`src/rtl/vram_arbiter.sv`:
```
// vram_arbiter: shares one single-port synchronous RAM (1-cycle read latency)
// between a never-stalled video fetch port and a CPU port handled by a small
// IDLE/ISSUED/ACK FSM. Video always has priority; the CPU gets a fixed
// issue-to-ack latency of two cycles.
// Optional feature macro: VRAM_ARBITER_STATS_EN enables the saturating CPU
// stall counter on cpu_stall_cnt; without it the port is tied to zero.
module vram_arbiter #(
    parameter int ADDR_W = 12,
    parameter int DATA_W = 8
) (
    input  logic              clk,
    input  logic              resetn,
    input  logic              cpu_req,
    input  logic              cpu_we,
    input  logic [ADDR_W-1:0] cpu_addr,
    input  logic [DATA_W-1:0] cpu_din,
    output logic [DATA_W-1:0] cpu_dout,
    output logic              cpu_ack,
    input  logic              vid_req,
    input  logic [ADDR_W-1:0] vid_addr,
    output logic [DATA_W-1:0] vid_dout,
    output logic              vid_valid,
    output logic              ram_ce,
    output logic              ram_we,
    output logic [ADDR_W-1:0] ram_addr,
    output logic [DATA_W-1:0] ram_din,
    input  logic [DATA_W-1:0] ram_dout,
    output logic [15:0]       cpu_stall_cnt
);

    typedef enum logic [1:0] {
        ST_IDLE   = 2'd0,
        ST_ISSUED = 2'd1,
        ST_ACK    = 2'd2
    } state_t;

    state_t              state_q, state_d;
    logic                op_we_q, op_we_d;
    logic [DATA_W-1:0]   cpu_dout_q, cpu_dout_d;
    logic                vid_valid_q, vid_valid_d;
    logic                cpu_issue;

    // CPU access goes out only from IDLE and only when video leaves the port free
    assign cpu_issue = (state_q == ST_IDLE) && cpu_req && !vid_req;

    // FSM state register
    always_ff @(posedge clk) begin
        if (!resetn) begin
            state_q <= ST_IDLE;
        end else begin
            state_q <= state_d;
        end
    end

    // FSM next-state logic
    always_comb begin
        state_d = state_q;
        case (state_q)
            ST_IDLE:   if (cpu_issue) state_d = ST_ISSUED;
            ST_ISSUED: state_d = ST_ACK;
            ST_ACK:    state_d = ST_IDLE;
            default:   state_d = ST_IDLE;
        endcase
    end

    // FSM / port outputs: video owns the RAM whenever it asks, else the CPU in IDLE
    always_comb begin
        ram_ce   = 1'b0;
        ram_we   = 1'b0;
        ram_addr = '0;
        ram_din  = '0;
        if (resetn) begin
            if (vid_req) begin
                ram_ce   = 1'b1;
                ram_addr = vid_addr;
            end else if (cpu_issue) begin
                ram_ce   = 1'b1;
                ram_we   = cpu_we;
                ram_addr = cpu_addr;
                ram_din  = cpu_din;
            end
        end
        cpu_ack = (state_q == ST_ACK);
    end

    // Datapath next values: latch operation type, capture read data leaving ISSUED
    always_comb begin
        op_we_d     = op_we_q;
        cpu_dout_d  = cpu_dout_q;
        vid_valid_d = vid_req;
        if (cpu_issue) begin
            op_we_d = cpu_we;
        end
        if ((state_q == ST_ISSUED) && !op_we_q) begin
            cpu_dout_d = ram_dout;
        end
    end

    // Datapath registers
    always_ff @(posedge clk) begin
        if (!resetn) begin
            op_we_q     <= 1'b0;
            cpu_dout_q  <= '0;
            vid_valid_q <= 1'b0;
        end else begin
            op_we_q     <= op_we_d;
            cpu_dout_q  <= cpu_dout_d;
            vid_valid_q <= vid_valid_d;
        end
    end

    assign cpu_dout  = cpu_dout_q;
    assign vid_valid = vid_valid_q;
    // RAM read data for a video fetch arrives exactly in the vid_valid cycle
    assign vid_dout  = ram_dout;

`ifdef VRAM_ARBITER_STATS_EN
    logic [15:0] stall_cnt_q, stall_cnt_d;

    // Stall counter next value: count IDLE cycles where video blocks a CPU request, saturating
    always_comb begin
        stall_cnt_d = stall_cnt_q;
        if ((state_q == ST_IDLE) && cpu_req && vid_req && (stall_cnt_q != 16'hFFFF)) begin
            stall_cnt_d = stall_cnt_q + 16'd1;
        end
    end

    // Stall counter register
    always_ff @(posedge clk) begin
        if (!resetn) begin
            stall_cnt_q <= '0;
        end else begin
            stall_cnt_q <= stall_cnt_d;
        end
    end

    assign cpu_stall_cnt = stall_cnt_q;
`else
    assign cpu_stall_cnt = '0;
`endif

endmodule

```
`config.mk`:
```
export PLATFORM = sky130hd
export DESIGN_NAME = vram_arbiter
export DESIGN_NICKNAME = d
export VERILOG_FILES = /design/src/rtl/vram_arbiter.sv
export SDC_FILE = /design/constraint.sdc
export NUM_CORES = 1
export LEC_CHECK = 0
export ABC_AREA = 1
export ABC_CLOCK_PERIOD_IN_PS = 900
export CORE_ASPECT_RATIO = 0.75
export CORE_MARGIN = 2
export CORE_UTILIZATION = 27
export CTS_BUF_LIST = sky130_fd_sc_hd__clkbuf_8
export CTS_CLUSTER_SIZE = 40
export DETAILED_ROUTE_END_ITERATION = 6
export PLACE_DENSITY = 0.88
export SYNTH_ARGS = -nofsm -noshare
export SYNTH_HDL_FRONTEND = slang
export SYNTH_SLANG_ARGS = --single-unit
```
`constraint.sdc`:
```
create_clock -name clk -period 0.9 [get_ports clk]
set_input_delay 0.09 -clock clk [delete_from_list [all_inputs] [get_ports clk]]
set_output_delay 0.09 -clock clk [all_outputs]
set_load 0.02 [all_outputs]
```
==> metrics.yaml, run 1 <==
violations: "setup timing"
final_cell_area_sq_um: 1990
wirelength_microns: 2890
fmax_ghz: 0.716
start_util_pct: 29.0
cap_violations: 0
cts_buffer_depth: 2
rows: 18
seq_area_frac_synth_pct: 24.7
min_to: "cpu_dout[0]"
path_cells: "nor2_4, nand4_4, buf_12, o21ai_4, buf_6"
wl_per_cell_microns: 10.3
final_hold_viol_count: 0
maxSlewViolCount: 0
synth_cells: 153
die_w_microns: 73.3
synth_cell_type_count: 15
layoutNonFillerInstCount: 280
ys_warn_count: 0
clock_latency_ns: 0.23
path_class: "flop to primary output"
crit_path_max_fanout: 10
routed_via_density: 3.94
crit_required_ns: 0.81
grt_pass1_vias: 1099
clk_pin_slew_ns: 0.05
drtAntennaViolNets: 0
hold_class: "primary input to flop"
dpl_worst_slack_ns: -0.976
p_per_area_nw_per_um2: 930
diodes: 0
total_power_uw: 1850
syn_area_per_cell_sq_um: 6.35
setup_tns_ns: -10.83
hold_path_startpoint: "resetn"
status: "finished, violations left"
drive_gt1_share_pct: 35.8
synthToLayoutAreaGrowth_pct: 105
grtUsageTotal_pct: 13.8
cts-root-buf: "clkbuf_8"
rsz0062_at_grt: "yes"
placed_area_sq_um: 1970
final.min_clock_period_ns: 1.40
slowest_stage: "dfxtp_2"
setup_viol: 33
layout.nets: 287
cts_htree_levels: 1
hpwlAfterDp_microns: 2450
fin_crit_sh_pct: 155
cts_num_sinks: 12
core_area_sq_um: 3360
port_buffers: 84
holdPathStages: 4
place.gp.congestion: 0.800
reg2reg_to: "cpu_dout[3]"
crit_family: "flip-flops"
die_y_microns: 56.0
cp.buffers_inverters: 2
num_vias: 1104
die_area_sq_um: 4100
grt-ovfl-total: 0
ys_ff_latch: 12
p_leak_uw: 0.00104
regToRegStartpoint: "state_q[1]"
grt_max_degree: 17
layout_setup_ws_ns: -0.496
worst_setup_path_end_kind: "primary output"
netlist_area_sq_um: 972
reg2reg_setup_slack_ns: -0.10
critPathLaunch: "state_q[1]"
fillers: 310
io-pin-count: 101
drt_iter0_drc: 10
start_kind: "flop"
fin_skew_ns: 0.00104
cts_buffers: 3
dp_cells: 276
vdd_drop_max_uv: 446
cts_tree: "yes"
grt_pass1_wl_microns: 4570
dr.pass1.iters: 4
cts_hold_buf: 0
critPathArrivalTime_ns: 1.31
antenna_found_initial: 0
rr_worst_depth: 5
drc_errors: 0
max_stage_delay_ns: 0.33
synthesized netlist by cell type, drive strengths merged:
| cell type | count | area share, % |
|---|---|---|
| inv | 34 | 13 |
| nand2 | 32 | 12 |
| buf | 29 | 23 |
| nor2 | 27 | 11 |
| o21ai | 13 | 11 |
| dfxtp | 12 | 25 |
| nand3 | 2 | 1.0 |
| and3 | 1 | 0.77 |
| conb | 1 | 0.39 |
| nand3b | 1 | 1.2 |
| nand4 | 1 | 2.2 |
flip-flops by register name, indices dropped and copies added, names as in the netlist:
signal / count
vid_valid: 1
cpu_dout: 8
op_we_q: 1
state_q: 2
layout make-up:
class / count / area [sq um] / share of cell area, %
Tap cell: 40 / 50.0 / 2.51
Timing Repair Buffer: 98 / 942 / 47.3
Clock buffer: 3 / 41.3 / 2.07
Inverter: 34 / 128 / 6.41
Sequential cell: 12 / 243 / 12.2
Multi-Input combinational cell: 93 / 588 / 29.5
report_power, final:
part           internal, uW  total (uW)  switching, uW
Combinational           410         820            410
Clock                   292         459            166
Sequential              560         573           12.9
how the worst max path moves through the flow:
stage          slack, ns            to  cells past startpoint
6_report           -0.50  ram_addr[10]                      5
5_1_grt            -0.55  ram_addr[10]                      5
4_1_cts            -0.51  ram_addr[10]                      5
3_5_place_dp       -0.98   ram_addr[3]                      7
3_3_place_gp       -0.91   ram_addr[3]                      7
2_1_floorplan      -0.17  ram_addr[10]                      4
cell usage in the layout (no fill, tap or decap):
cell / count
clkdlybuf4s50_1: 43
inv_1: 34
nand2_1: 32
buf_6: 23
buf_2: 17
nor2_1: 16
conb_1: 16
o21ai_4: 10
dfxtp_1: 10
buf_4: 10
nor2_4: 8
buf_12: 4
o21ai_2: 3
nor2_2: 3
clkbuf_8: 3
nand3_1: 2
dfxtp_2: 2
nand4_4: 1
nand3b_2: 1
and3_2: 1
dlymetal6s2s_1: 1
cells by family after synthesis:
logic type | share of synthesized area, %
and+or+nand+nor | 28.2
buffers and inverters | 36.2
AOI/OAI and AO/OA | 10.6
DFF | 24.7
other | 0.386
worst min-delay path, cell delays in order:
cell and delay, ns:
dlymetal6s2s_1 0.16, buf_4 0.19, nand2_1 0.07, nor2_1 0.03
per-stage QoR:
step | utilization, % | hold WS (ns)
detailed placement | 58.8 | 0.504
finish | 59.4 | 0.361
floorplan | - | 0.225
global placement | 58.8 | 0.498
CTS | 58.8 | 0.469
global route | 59.4 | 0.388
layer usage:
| metal | track usage (%) | share of wire [%] | vias up |
|---|---|---|---|
| met5 | 0 | 0 | - |
| met4 | 3.90 | 2.2 | 0 |
| met3 | 4.89 | 7.0 | 6 |
| met2 | 27.3 | 56 | 44 |
| met1 | 13.0 | 35 | 479 |
| li1 | - | - | 575 |
what timing repair did:
action / in CTS / in global routing
pin swaps: 0 / 1
setup buffers: 0 / 1
setup endpoints to repair: 50 / 35
resized for setup: 205 / 9
(Power assumes the default switching activity.)
==> run 2: changes to the inputs <==
--- a/config.mk
+++ b/config.mk
@@ -7,13 +7,16 @@
 export LEC_CHECK = 0
 export ABC_AREA = 1
 export ABC_CLOCK_PERIOD_IN_PS = 900
+export CELL_PAD_IN_SITES_DETAIL_PLACEMENT = 0
+export CELL_PAD_IN_SITES_GLOBAL_PLACEMENT = 1
 export CORE_ASPECT_RATIO = 0.75
 export CORE_MARGIN = 2
-export CORE_UTILIZATION = 27
+export CORE_UTILIZATION = 16
 export CTS_BUF_LIST = sky130_fd_sc_hd__clkbuf_8
+export CTS_CLUSTER_DIAMETER = 80
 export CTS_CLUSTER_SIZE = 40
 export DETAILED_ROUTE_END_ITERATION = 6
-export PLACE_DENSITY = 0.88
+export PLACE_DENSITY = 0.87
 export SYNTH_ARGS = -nofsm -noshare
 export SYNTH_HDL_FRONTEND = slang
 export SYNTH_SLANG_ARGS = --single-unit
==> metrics.yaml, run 2 (synthesis results as in run 1) <==
final_hold_viol_count: 0
setup_viol: 33
hold_class: "primary input to flop"
fin_crit_sh_pct: 155
violations: "setup timing"
drt_iter0_drc: 19
rows: 24
final_common_cell: "clkdlybuf4s50_1"
cts_tree: "yes"
drc_errors: 0
layout.nets: 287
regToRegStartpoint: "state_q[1]"
die_y_microns: 71.5
dpl_worst_slack_ns: -0.940
start_kind: "flop"
fin_skew_ns: 0.00148
critPathLaunch: "state_q[1]"
antenna_found_initial: 0
largest_register_ffs: 8
wl_per_cell_microns: 8.83
reg2reg_to: "cpu_dout[4]"
clock_latency_ns: 0.24
drtAntennaViolNets: 0
start_util_pct: 16.6
core_area_sq_um: 5860
grt_pass1_vias: 1006
vdd_drop_max_uv: 425
cts_htree_levels: 1
place.gp.congestion: 0.642
fillers: 647
cts_num_sinks: 12
grt_pass1_wl_microns: 4400
die_area_sq_um: 6720
cts_hold_buf: 0
crit_required_ns: 0.81
setup_tns_ns: -10.95
diodes: 0
synthToLayoutAreaGrowth_pct: 109
die_w_microns: 94.0
cap_violations: 0
cts-root-buf: "clkbuf_8"
port_buffers: 84
rsz0062_at_grt: "yes"
grt_max_degree: 17
grt-ovfl-total: 0
num_vias: 1100
cts_buffers: 3
p_leak_uw: 0.00104
crit_end: "ram_addr[0]"
multi_input_area_sq_um: 579
crit_path_max_fanout: 13
rr_worst_depth: 5
wirelength_microns: 2810
status: "finished, violations left"
io-pin-count: 101
dp_cells: 314
grtUsageTotal_pct: 8.11
path_class: "flop to primary output"
critPathArrivalTime_ns: 1.30
layout_setup_ws_ns: -0.493
final.min_clock_period_ns: 1.39
routed_via_density: 3.46
maxSlewViolCount: 0
seqCellArea_sq_um: 243
layoutNonFillerInstCount: 318
worst_setup_path_end_kind: "primary output"
dr.pass1.iters: 4
hold_slack_ns: 0.332
cts_buffer_depth: 2
clk_pin_slew_ns: 0.05
fmax_ghz: 0.718
total_power_uw: 1860
reg2reg_setup_slack_ns: -0.09
hpwlAfterDp_microns: 2400
drive_gt1_share_pct: 35.4
p_per_area_nw_per_um2: 918
final_cell_mix: "43 x clkdlybuf4s50_1, 34 x inv_1, 32 x nand2_1, 23 x buf_6, 17 x buf_2"
[run 2: cell counts in the layout (fill, tap and decap cells not counted)]
Identical to the previous run, type by type.
[run 2: layout make-up]
cell class / count / area share [%]
Inverter: 34 / 6.28
Sequential cell: 12 / 12.0
Tap cell: 78 / 4.81
Clock buffer: 3 / 2.03
Timing Repair Buffer: 98 / 46.4
Multi-Input combinational cell: 93 / 28.5
[run 2: repair_timing]
item,in CTS,in global routing
gates resized for setup,204,8
gates cloned,0,0
pin swaps,1,2
hold endpoints to repair,0,0
setup endpoints to repair,50,34
buffers inserted,0,1
[run 2: per-layer routing]
| layer | vias up | global-route usage [%] | routed length, microns |
|---|---|---|---|
| met1 | 470 | 8.58 | 1050 |
| met4 | 0 | 1.93 | 27 |
| met3 | 2 | 3.79 | 296 |
| li1 | 576 | - | - |
| met5 | - | 0 | 0 |
| met2 | 52 | 14.7 | 1440 |
[run 2: report_power, final]
group | switching (uW) | internal, uW | leakage (uW) | total [uW]
sequential | 12.8 | 559 | 0.0000990 | 572
combinational | 402 | 408 | 0.000917 | 810
clock | 187 | 294 | 0.0000216 | 482
[run 2: worst min path at each step]
stage	start	end	slack [ns]	depth (start not counted)
global route	resetn	cpu_dout[6]	0.34	4
detailed placement	cpu_dout[2]	cpu_dout[2]	0.50	4
finish	resetn	cpu_dout[6]	0.33	4
floorplan	ram_dout[0]	cpu_dout[0]	0.22	2
global placement	cpu_dout[1]	cpu_dout[1]	0.50	4
CTS	ram_dout[2]	cpu_dout[2]	0.45	3
[run 2: critical path, cell delays in order (launching register included)]
cell	delay [ns]
dfxtp_2	0.33
nor2_4	0.13
nand4_4	0.14
buf_12	0.19
o21ai_2	0.11
buf_4	0.15
[run 2: through the flow]
stage                     util, %  area (sq um)
after floorplan                 -          1170
after global placement       34.5          2020
after detailed placement     34.5          2020
after CTS                    34.4          2020
after global routing         34.7          2030
final                        34.7          2030
